--- src/rtl/risc_v_mike_pkg.sv ---
// -----------------------------------------------------------------------------
// risc_v_mike_pkg
// Shared types and constants for the unified memory bus arbiter.
//   t_arb_owner        : bus owner encoding (core / DMA)
//   ARB_MAX_BURST_DEF  : default limit on consecutive grants while the other
//                        requester waits
//   arb_other()        : returns the opposite owner
//   arb_cnt_w()        : width of a counter that reaches max_burst-1 (min 1 bit)
// -----------------------------------------------------------------------------
package risc_v_mike_pkg;

  typedef enum logic {
    ARB_CORE = 1'b0,
    ARB_DMA  = 1'b1
  } t_arb_owner;

  localparam int unsigned ARB_MAX_BURST_DEF = 32'd8;

  function automatic t_arb_owner arb_other(input t_arb_owner owner);
    return (owner == ARB_DMA) ? ARB_CORE : ARB_DMA;
  endfunction

  // A burst limit of 1 still needs a 1-bit counter to keep the vector legal.
  function automatic int unsigned arb_cnt_w(input int unsigned max_burst);
    return (max_burst > 32'd1) ? $clog2(max_burst) : 32'd1;
  endfunction

endpackage

--- src/rtl/risc_v_mike_rr_arb2.sv ---
// -----------------------------------------------------------------------------
// risc_v_mike_rr_arb2
// Two-way round-robin arbiter with a DMA lock and a burst limiter.
// Bit 0 of the request/grant vectors is the core, bit 1 is the DMA.
// Ports:
//   clk           in   system clock, rising edge
//   rst           in   asynchronous active-low reset
//   req_i[1:0]    in   level requests {dma, core}
//   lock_i        in   DMA asks to keep the bus (meaningful only with req_i[1])
//   gnt_o[1:0]    out  one-hot (or zero) grant, combinational
//   last_owner_o  out  registered owner of the most recent grant
// -----------------------------------------------------------------------------
module risc_v_mike_rr_arb2
  import risc_v_mike_pkg::*;
#(
  parameter int unsigned MAX_BURST = ARB_MAX_BURST_DEF
) (
  input  logic       clk,
  input  logic       rst,
  input  logic [1:0] req_i,
  input  logic       lock_i,
  output logic [1:0] gnt_o,
  output t_arb_owner last_owner_o
);

  localparam int unsigned CNT_W = arb_cnt_w(MAX_BURST);
  localparam logic [CNT_W-1:0] BURST_LAST = CNT_W'(MAX_BURST - 32'd1);

  t_arb_owner       last_owner_q, last_owner_d;
  logic [CNT_W-1:0] burst_cnt_q, burst_cnt_d;
  logic [1:0]       gnt_s;
  t_arb_owner       gnt_owner_s;
  logic             other_req_s;

  // Grant decision: single requester wins outright; under contention a DMA
  // lock extends the DMA run until the burst limit, otherwise strict
  // alternation. The limit case and plain round-robin both hand the bus to
  // whoever did not own it last, so they share one branch.
  always_comb begin
    gnt_s = 2'b00;
    case (req_i)
      2'b01: gnt_s = 2'b01;
      2'b10: gnt_s = 2'b10;
      2'b11: begin
        if ((last_owner_q == ARB_DMA) && lock_i && (burst_cnt_q < BURST_LAST)) begin
          gnt_s = 2'b10;
        end else if (last_owner_q == ARB_DMA) begin
          gnt_s = 2'b01;
        end else begin
          gnt_s = 2'b10;
        end
      end
      default: gnt_s = 2'b00;
    endcase
  end

  // Next owner and burst count. The counter only runs while the same owner
  // keeps winning against a waiting competitor; anything else restarts it.
  always_comb begin
    last_owner_d = last_owner_q;
    burst_cnt_d  = '0;
    gnt_owner_s  = gnt_s[1] ? ARB_DMA : ARB_CORE;
    other_req_s  = gnt_s[1] ? req_i[0] : req_i[1];
    if (gnt_s != 2'b00) begin
      last_owner_d = gnt_owner_s;
      if ((gnt_owner_s == last_owner_q) && other_req_s) begin
        if (burst_cnt_q != BURST_LAST) begin
          burst_cnt_d = burst_cnt_q + CNT_W'(1);
        end else begin
          burst_cnt_d = burst_cnt_q;
        end
      end else begin
        burst_cnt_d = '0;
      end
    end else begin
      burst_cnt_d = '0;
    end
  end

  // Arbitration state. Resetting the owner to DMA lets the core win the
  // first contended cycle.
  always_ff @(posedge clk or negedge rst) begin
    if (!rst) begin
      last_owner_q <= ARB_DMA;
      burst_cnt_q  <= '0;
    end else begin
      last_owner_q <= last_owner_d;
      burst_cnt_q  <= burst_cnt_d;
    end
  end

  assign gnt_o        = gnt_s;
  assign last_owner_o = last_owner_q;

endmodule

--- src/rtl/risc_v_mike_mem_arbiter.sv ---
// -----------------------------------------------------------------------------
// risc_v_mike_mem_arbiter
// Two-requester arbiter for the unified single-port memory bus.
// Requester 0 is the multicycle core, requester 1 the DMA / program loader.
// Ports:
//   clk, rst                          clock, asynchronous active-low reset
//   core_req/we/addr/wdata            core request (held until core_gnt)
//   core_gnt, core_stall              core accepted / core must hold state
//   core_rvalid, core_rdata           core read return (1 cycle after grant)
//   dma_req/we/lock/addr/wdata        DMA request (held until dma_gnt)
//   dma_gnt                           DMA accepted
//   dma_rvalid, dma_rdata             DMA read return (1 cycle after grant)
//   mem_re/we/addr/wdata, mem_rdata   memory side; rdata valid 1 cycle after re
//   arb_owner                         registered owner of last grant (1=DMA)
// -----------------------------------------------------------------------------
module risc_v_mike_mem_arbiter
  import risc_v_mike_pkg::*;
#(
  parameter int unsigned ADDR_W    = 32'd32,
  parameter int unsigned DATA_W    = 32'd32,
  parameter int unsigned MAX_BURST = ARB_MAX_BURST_DEF
) (
  input  logic              clk,
  input  logic              rst,
  input  logic              core_req,
  input  logic              core_we,
  input  logic [ADDR_W-1:0] core_addr,
  input  logic [DATA_W-1:0] core_wdata,
  output logic              core_gnt,
  output logic              core_stall,
  output logic              core_rvalid,
  output logic [DATA_W-1:0] core_rdata,
  input  logic              dma_req,
  input  logic              dma_we,
  input  logic              dma_lock,
  input  logic [ADDR_W-1:0] dma_addr,
  input  logic [DATA_W-1:0] dma_wdata,
  output logic              dma_gnt,
  output logic              dma_rvalid,
  output logic [DATA_W-1:0] dma_rdata,
  output logic              mem_re,
  output logic              mem_we,
  output logic [ADDR_W-1:0] mem_addr,
  output logic [DATA_W-1:0] mem_wdata,
  input  logic [DATA_W-1:0] mem_rdata,
  output logic              arb_owner
);

  logic [1:0]        gnt_s;
  t_arb_owner        last_owner_s;
  logic              any_gnt_s;
  logic              sel_we_s;
  logic [ADDR_W-1:0] sel_addr_s;
  logic [DATA_W-1:0] sel_wdata_s;

  logic [ADDR_W-1:0] mem_addr_q, mem_addr_d;
  logic [DATA_W-1:0] mem_wdata_q, mem_wdata_d;
  logic              rd_pend_q, rd_pend_d;
  t_arb_owner        rd_owner_q, rd_owner_d;
  logic [DATA_W-1:0] core_rdata_q, core_rdata_d;
  logic [DATA_W-1:0] dma_rdata_q, dma_rdata_d;

  risc_v_mike_rr_arb2 #(
    .MAX_BURST (MAX_BURST)
  ) u_rr_arb2 (
    .clk          (clk),
    .rst          (rst),
    .req_i        ({dma_req, core_req}),
    .lock_i       (dma_lock & dma_req),
    .gnt_o        (gnt_s),
    .last_owner_o (last_owner_s)
  );

  assign core_gnt   = gnt_s[0];
  assign dma_gnt    = gnt_s[1];
  assign core_stall = core_req & ~gnt_s[0];
  assign arb_owner  = last_owner_s;

  // Memory-side mux. Strobes follow the grant in the same cycle; address and
  // write data keep their last driven value when nobody is granted so the
  // bus does not toggle needlessly.
  always_comb begin
    any_gnt_s = |gnt_s;
    if (gnt_s[1]) begin
      sel_we_s    = dma_we;
      sel_addr_s  = dma_addr;
      sel_wdata_s = dma_wdata;
    end else begin
      sel_we_s    = core_we;
      sel_addr_s  = core_addr;
      sel_wdata_s = core_wdata;
    end
    mem_re    = any_gnt_s & ~sel_we_s;
    mem_we    = any_gnt_s & sel_we_s;
    if (any_gnt_s) begin
      mem_addr  = sel_addr_s;
      mem_wdata = sel_wdata_s;
    end else begin
      mem_addr  = mem_addr_q;
      mem_wdata = mem_wdata_q;
    end
    mem_addr_d  = mem_addr;
    mem_wdata_d = mem_wdata;
  end

  // Read-return routing. mem_rdata arrives the cycle after the granted read
  // and is forwarded directly to the issuer; the other port keeps its data.
  always_comb begin
    rd_pend_d = any_gnt_s & ~sel_we_s;
    if (rd_pend_d) begin
      rd_owner_d = gnt_s[1] ? ARB_DMA : ARB_CORE;
    end else begin
      rd_owner_d = rd_owner_q;
    end
    core_rvalid = rd_pend_q & (rd_owner_q == ARB_CORE);
    dma_rvalid  = rd_pend_q & (rd_owner_q == ARB_DMA);
    if (core_rvalid) begin
      core_rdata = mem_rdata;
    end else begin
      core_rdata = core_rdata_q;
    end
    if (dma_rvalid) begin
      dma_rdata = mem_rdata;
    end else begin
      dma_rdata = dma_rdata_q;
    end
    core_rdata_d = core_rdata;
    dma_rdata_d  = dma_rdata;
  end

  // Bus hold registers and the one-deep read pipeline. An asynchronous reset
  // drops any pending return so stale data is never delivered.
  always_ff @(posedge clk or negedge rst) begin
    if (!rst) begin
      mem_addr_q   <= '0;
      mem_wdata_q  <= '0;
      rd_pend_q    <= 1'b0;
      rd_owner_q   <= ARB_CORE;
      core_rdata_q <= '0;
      dma_rdata_q  <= '0;
    end else begin
      mem_addr_q   <= mem_addr_d;
      mem_wdata_q  <= mem_wdata_d;
      rd_pend_q    <= rd_pend_d;
      rd_owner_q   <= rd_owner_d;
      core_rdata_q <= core_rdata_d;
      dma_rdata_q  <= dma_rdata_d;
    end
  end

endmodule

--- config.mk ---
export PLATFORM = sky130hd
export DESIGN_NAME = risc_v_mike_mem_arbiter
export DESIGN_NICKNAME = d
export VERILOG_FILES = /design/src/rtl/risc_v_mike_pkg.sv /design/src/rtl/risc_v_mike_rr_arb2.sv /design/src/rtl/risc_v_mike_mem_arbiter.sv
export SDC_FILE = /design/constraint.sdc
export NUM_CORES = 1
export LEC_CHECK = 0
export BUFFER_PORTS_ARGS = -buffer_cell sky130_fd_sc_hd__buf_4
export CAP_MARGIN = 30
export CORE_MARGIN = 4
export CORE_UTILIZATION = 42
export DETAILED_ROUTE_END_ITERATION = 16
export HOLD_SLACK_MARGIN = 0.08
export PLACE_DENSITY = 0.81
export SYNTH_ARGS = -nofsm -noshare
export SYNTH_HDL_FRONTEND = slang
export SYNTH_SLANG_ARGS = --single-unit
--- constraint.sdc ---
create_clock -name clk -period 1.4 [get_ports clk]
set_input_delay 0.14 -clock clk [delete_from_list [all_inputs] [get_ports clk]]
set_output_delay 0.14 -clock clk [all_outputs]
set_load 0.02 [all_outputs]
==> results.md <==
* Status: complete, but fails checks
* Violated checks: hold timing, setup timing
* LEAKAGE at about 0.0057 uW
* GP Congestion at around 0.80
* Row cnt at 45
* # nets final at 1109
* Critical-path cell list: nand2_2 > o2bb2ai_4 > buf_12 > a221o_1 > buf_4
* Simple-gate share of the synthesized area at 0.109
* Unique masters post-synth at 28
* Final setup margin at -725 ps
* Final Skew at about 14 ps
* Xor/xnor share of the synthesized area at 0.00136
* Hold_ws at -18.2 ps
* CTS tree: yes
* # diodes at 0
* Worst hold path type: in2reg
* Final Setup Violations at between 200 and 250
* Final wirelength at ~27000 um
* R2R Path Start: u_rr_arb2.last_owner_o
* WL per Instance at 23.8 um
* Antenna Nets Post-Route at 0
* Clock tree buffer depth at 2
* Area growth syn-to-layout at 76.7%
* Worst Tran Pin Value at between 400 and 500 ps
* CP endpoint kind: output port
* Period utilization at 1.52
* Max-slew violations at 0
* Mux cell area share after synthesis at 0.214
* Worst EP required at 1260 ps
* Cell count after synthesis at approximately 530
* Peak supply drop at 0.00103 V
* Die area at about 17000 um2
* Vias in the first global route at approximately 6600
* Total track usage at 0.286
* Final Hold Viols at 28
* CP startpoint kind: flop
* Mapped cell area at around 6500 um2
* Number of buffers and inverters on the critical path at 2
* Crit Path Category: reg2out
* Adder-Cell Fraction of Synth Area at 0.00388
* Layout cells sized above 1 at 0.538
* IO buf count at about 300
* Pre-antenna DRT Iters at 5
* Syn nets at around 700
* Number of DRC markers in iteration 0 at 504
* Post-Place Worst Slack at -266 ps
* Core Footprint at 15100 um2
* Inserted Clock Buffers at 17
* Initial Util at 0.426
* Dpl hpwl at about 14000 um
* Max-cap violation count at 0
* Worst-Skew Late Latency at about 420 ps
* CTS Hold Bufs at 34
* CP max stage cell: dfstp_2
* Via density at about 5.5
* Power Dens Cells at about 1500 nW/um2
* First-pass GRT wire length at around 39000 um
* Largest net degree at the start of global routing at 46
* Die Wd at approximately 130 um
* Dpl cells at roughly 1000
* HP Start: dma_wdata[20]
* Crit path max-delay family: flip-flops
* H-tree depth at 4
* Syn_area_per_cell at 12.3 um2
* Synth Warn # at 0
* Fin crit period at between 2000 and 2500 ps
* Detailed-route DRC error count at 0
* Clock slew at reported path FFs at ~60 ps
* Largest family of logic cells by synthesized area: multiplexers
* Fillers at 946
* Synth Area in Compound Gates at 0.111
* Slew HR at 0.723
* Crit path from: u_rr_arb2.last_owner_o
* Initial antenna violation count at 0
* Footprint of the multi-input gates at between 3000 and 4000 um2
* GRT overflow at 0
* CP arrival at just under 2000 ps
* Maximum fanout along the worst path at 43
* Root Buffer: clkbuf_16
* Sequential element share of the synthesized area at 0.519
* # clock sinks at between 100 and 150
* Die Height at 132 um
* CP peak stage delay at 570 ps
* Register Area at between 3000 and 4000 um2
* Layout Cells excl Fill at 1141
* Synth Register Bits at between 100 and 150
* Unrepaired setup endpoints after global routing: yes
* Num ports at between 300 and 400
* F_max at ~0.47 GHz
* Via Count at about 6300
==> power by group <==
group          internal, uW  switching [uW]  total, uW
clock                  2850            1950       4810
sequential             4720             361       5080
combinational          4040            3540       7580
==> cell type report <==
class,count,share of cell area
inverters,5,0.00186
flip-flops and latches,134,0.294
repair buffers,436,0.355
clock inverters,15,0.0167
well taps,188,0.0206
clock buffers,17,0.0373
multi-input cells,346,0.275
==> cell usage after synthesis (all sizes together) <==
| library cell | number | share of area |
|---|---|---|
| dfrtp | 133 | 0.52 |
| nor2 | 68 | 0.040 |
| mux2i | 66 | 0.10 |
| and2 | 65 | 0.063 |
| a221o | 64 | 0.099 |
| mux2 | 64 | 0.11 |
| buf | 30 | 0.032 |
| clkbuf | 12 | 0.0070 |
| inv | 5 | 0.0029 |
| nand2 | 4 | 0.0023 |
| a32o | 2 | 0.0031 |
| ha | 2 | 0.0039 |
| o21ai | 2 | 0.0021 |
| o2bb2ai | 2 | 0.0037 |
| a2bb2oi | 1 | 0.0014 |
| and3 | 1 | 0.00097 |
| dfstp | 1 | 0.0041 |
| nand4 | 1 | 0.00097 |
| nor2b | 1 | 0.00097 |
| o211ai | 1 | 0.0012 |
| or3 | 1 | 0.00097 |
| xor2 | 1 | 0.0014 |
==> repair_timing <==
| item | 4_1_cts | 5_1_grt |
|---|---|---|
| endpoints found under the hold margin | 259 | 54 |
| gates cloned | 7 | 0 |
| setup endpoints to repair | 199 | 227 |
| pin swaps | 5 | 7 |
| buffers inserted | 28 | 34 |
| resized for setup | 160 | 38 |
==> per-stage QoR <==
step / TNS (ps) / hold WS (ps) / util / area, um2 / total power (uW)
global placement: -17920 / 87.9 / 0.606 / 9180 / 9970
CTS: -84580 / -38.3 / 0.735 / 11100 / 16300
global route: -96240 / -39.5 / 0.753 / 11400 / 18000
floorplan: -23370 / -156 / - / 6500 / 7740
detailed placement: -23000 / 88.2 / 0.606 / 9180 / 10100
finish: -83930 / -18.2 / 0.753 / 11400 / 17500
==> final timing paths <==
kind / end / slack, ps / cells past startpoint
hold / removal: mem_wdata_q[20] / -20 / 2
min in group asynchronous: mem_wdata_q[13] / 200 / 2
hold reg to reg: dma_rdata_q[19] / 520 / 1
max in group asynchronous: core_rdata_q[4] / 660 / 3
setup / recovery: mem_addr[3] / -720 / 5
setup reg to reg: mem_addr_q[27] / -270 / 6
==> layer usage <==
metal / routed length, um / vias to the layer above / GRT usage
li1: - / 2747 / -
met1: 9930 / 3114 / 0.343
met2: 13300 / 377 / 0.474
met3: 2680 / 85 / 0.103
met4: 1250 / 0 / 0.108
met5: 0 / - / 0
==> cells in the final DEF, fill, tap and decap left out, types with 2 or more instances in the layout <==
cell / netlist / final
inv_6: 0 / 6
buf_6: 8 / 106
a32o_2: 0 / 2
clkbuf_16: 0 / 17
dlygate4sd3_1: 0 / 34
buf_16: 0 / 4
mux2_4: 0 / 64
a221o_1: 64 / 64
inv_1: 4 / 3
mux2i_1: 66 / 66
clkinv_2: 0 / 2
buf_12: 0 / 15
buf_4: 4 / 274
nand2_1: 4 / 2
ha_1: 2 / 2
dfrtp_1: 133 / 132
bufinv_16: 0 / 3
and2_1: 65 / 64
buf_8: 0 / 3
nor2_1: 68 / 67
clkinv_4: 0 / 3
==> cells by family (layout without fill, tap and decap cells) <==
kind of cell,Yosys count,in the layout
XOR/XNOR,1,1
buffers and inverters,47,473
adder cells (fa/ha/maj),2,2
multiplexers,130,130
AND/OR/NAND/NOR,141,141
flip-flops,134,134
AO/OA/AOI/OAI,72,72
==> state kept, by name (all words and copies together) (netlist names) <==
register                flops
core_rdata_q               32
dma_rdata_q                32
mem_addr_q                 32
mem_wdata_q                32
u_rr_arb2.burst_cnt_q       3
rd_owner_q                  1
rd_pend_q                   1
u_rr_arb2.last_owner_o      1
(Power assumes the default switching activity.)
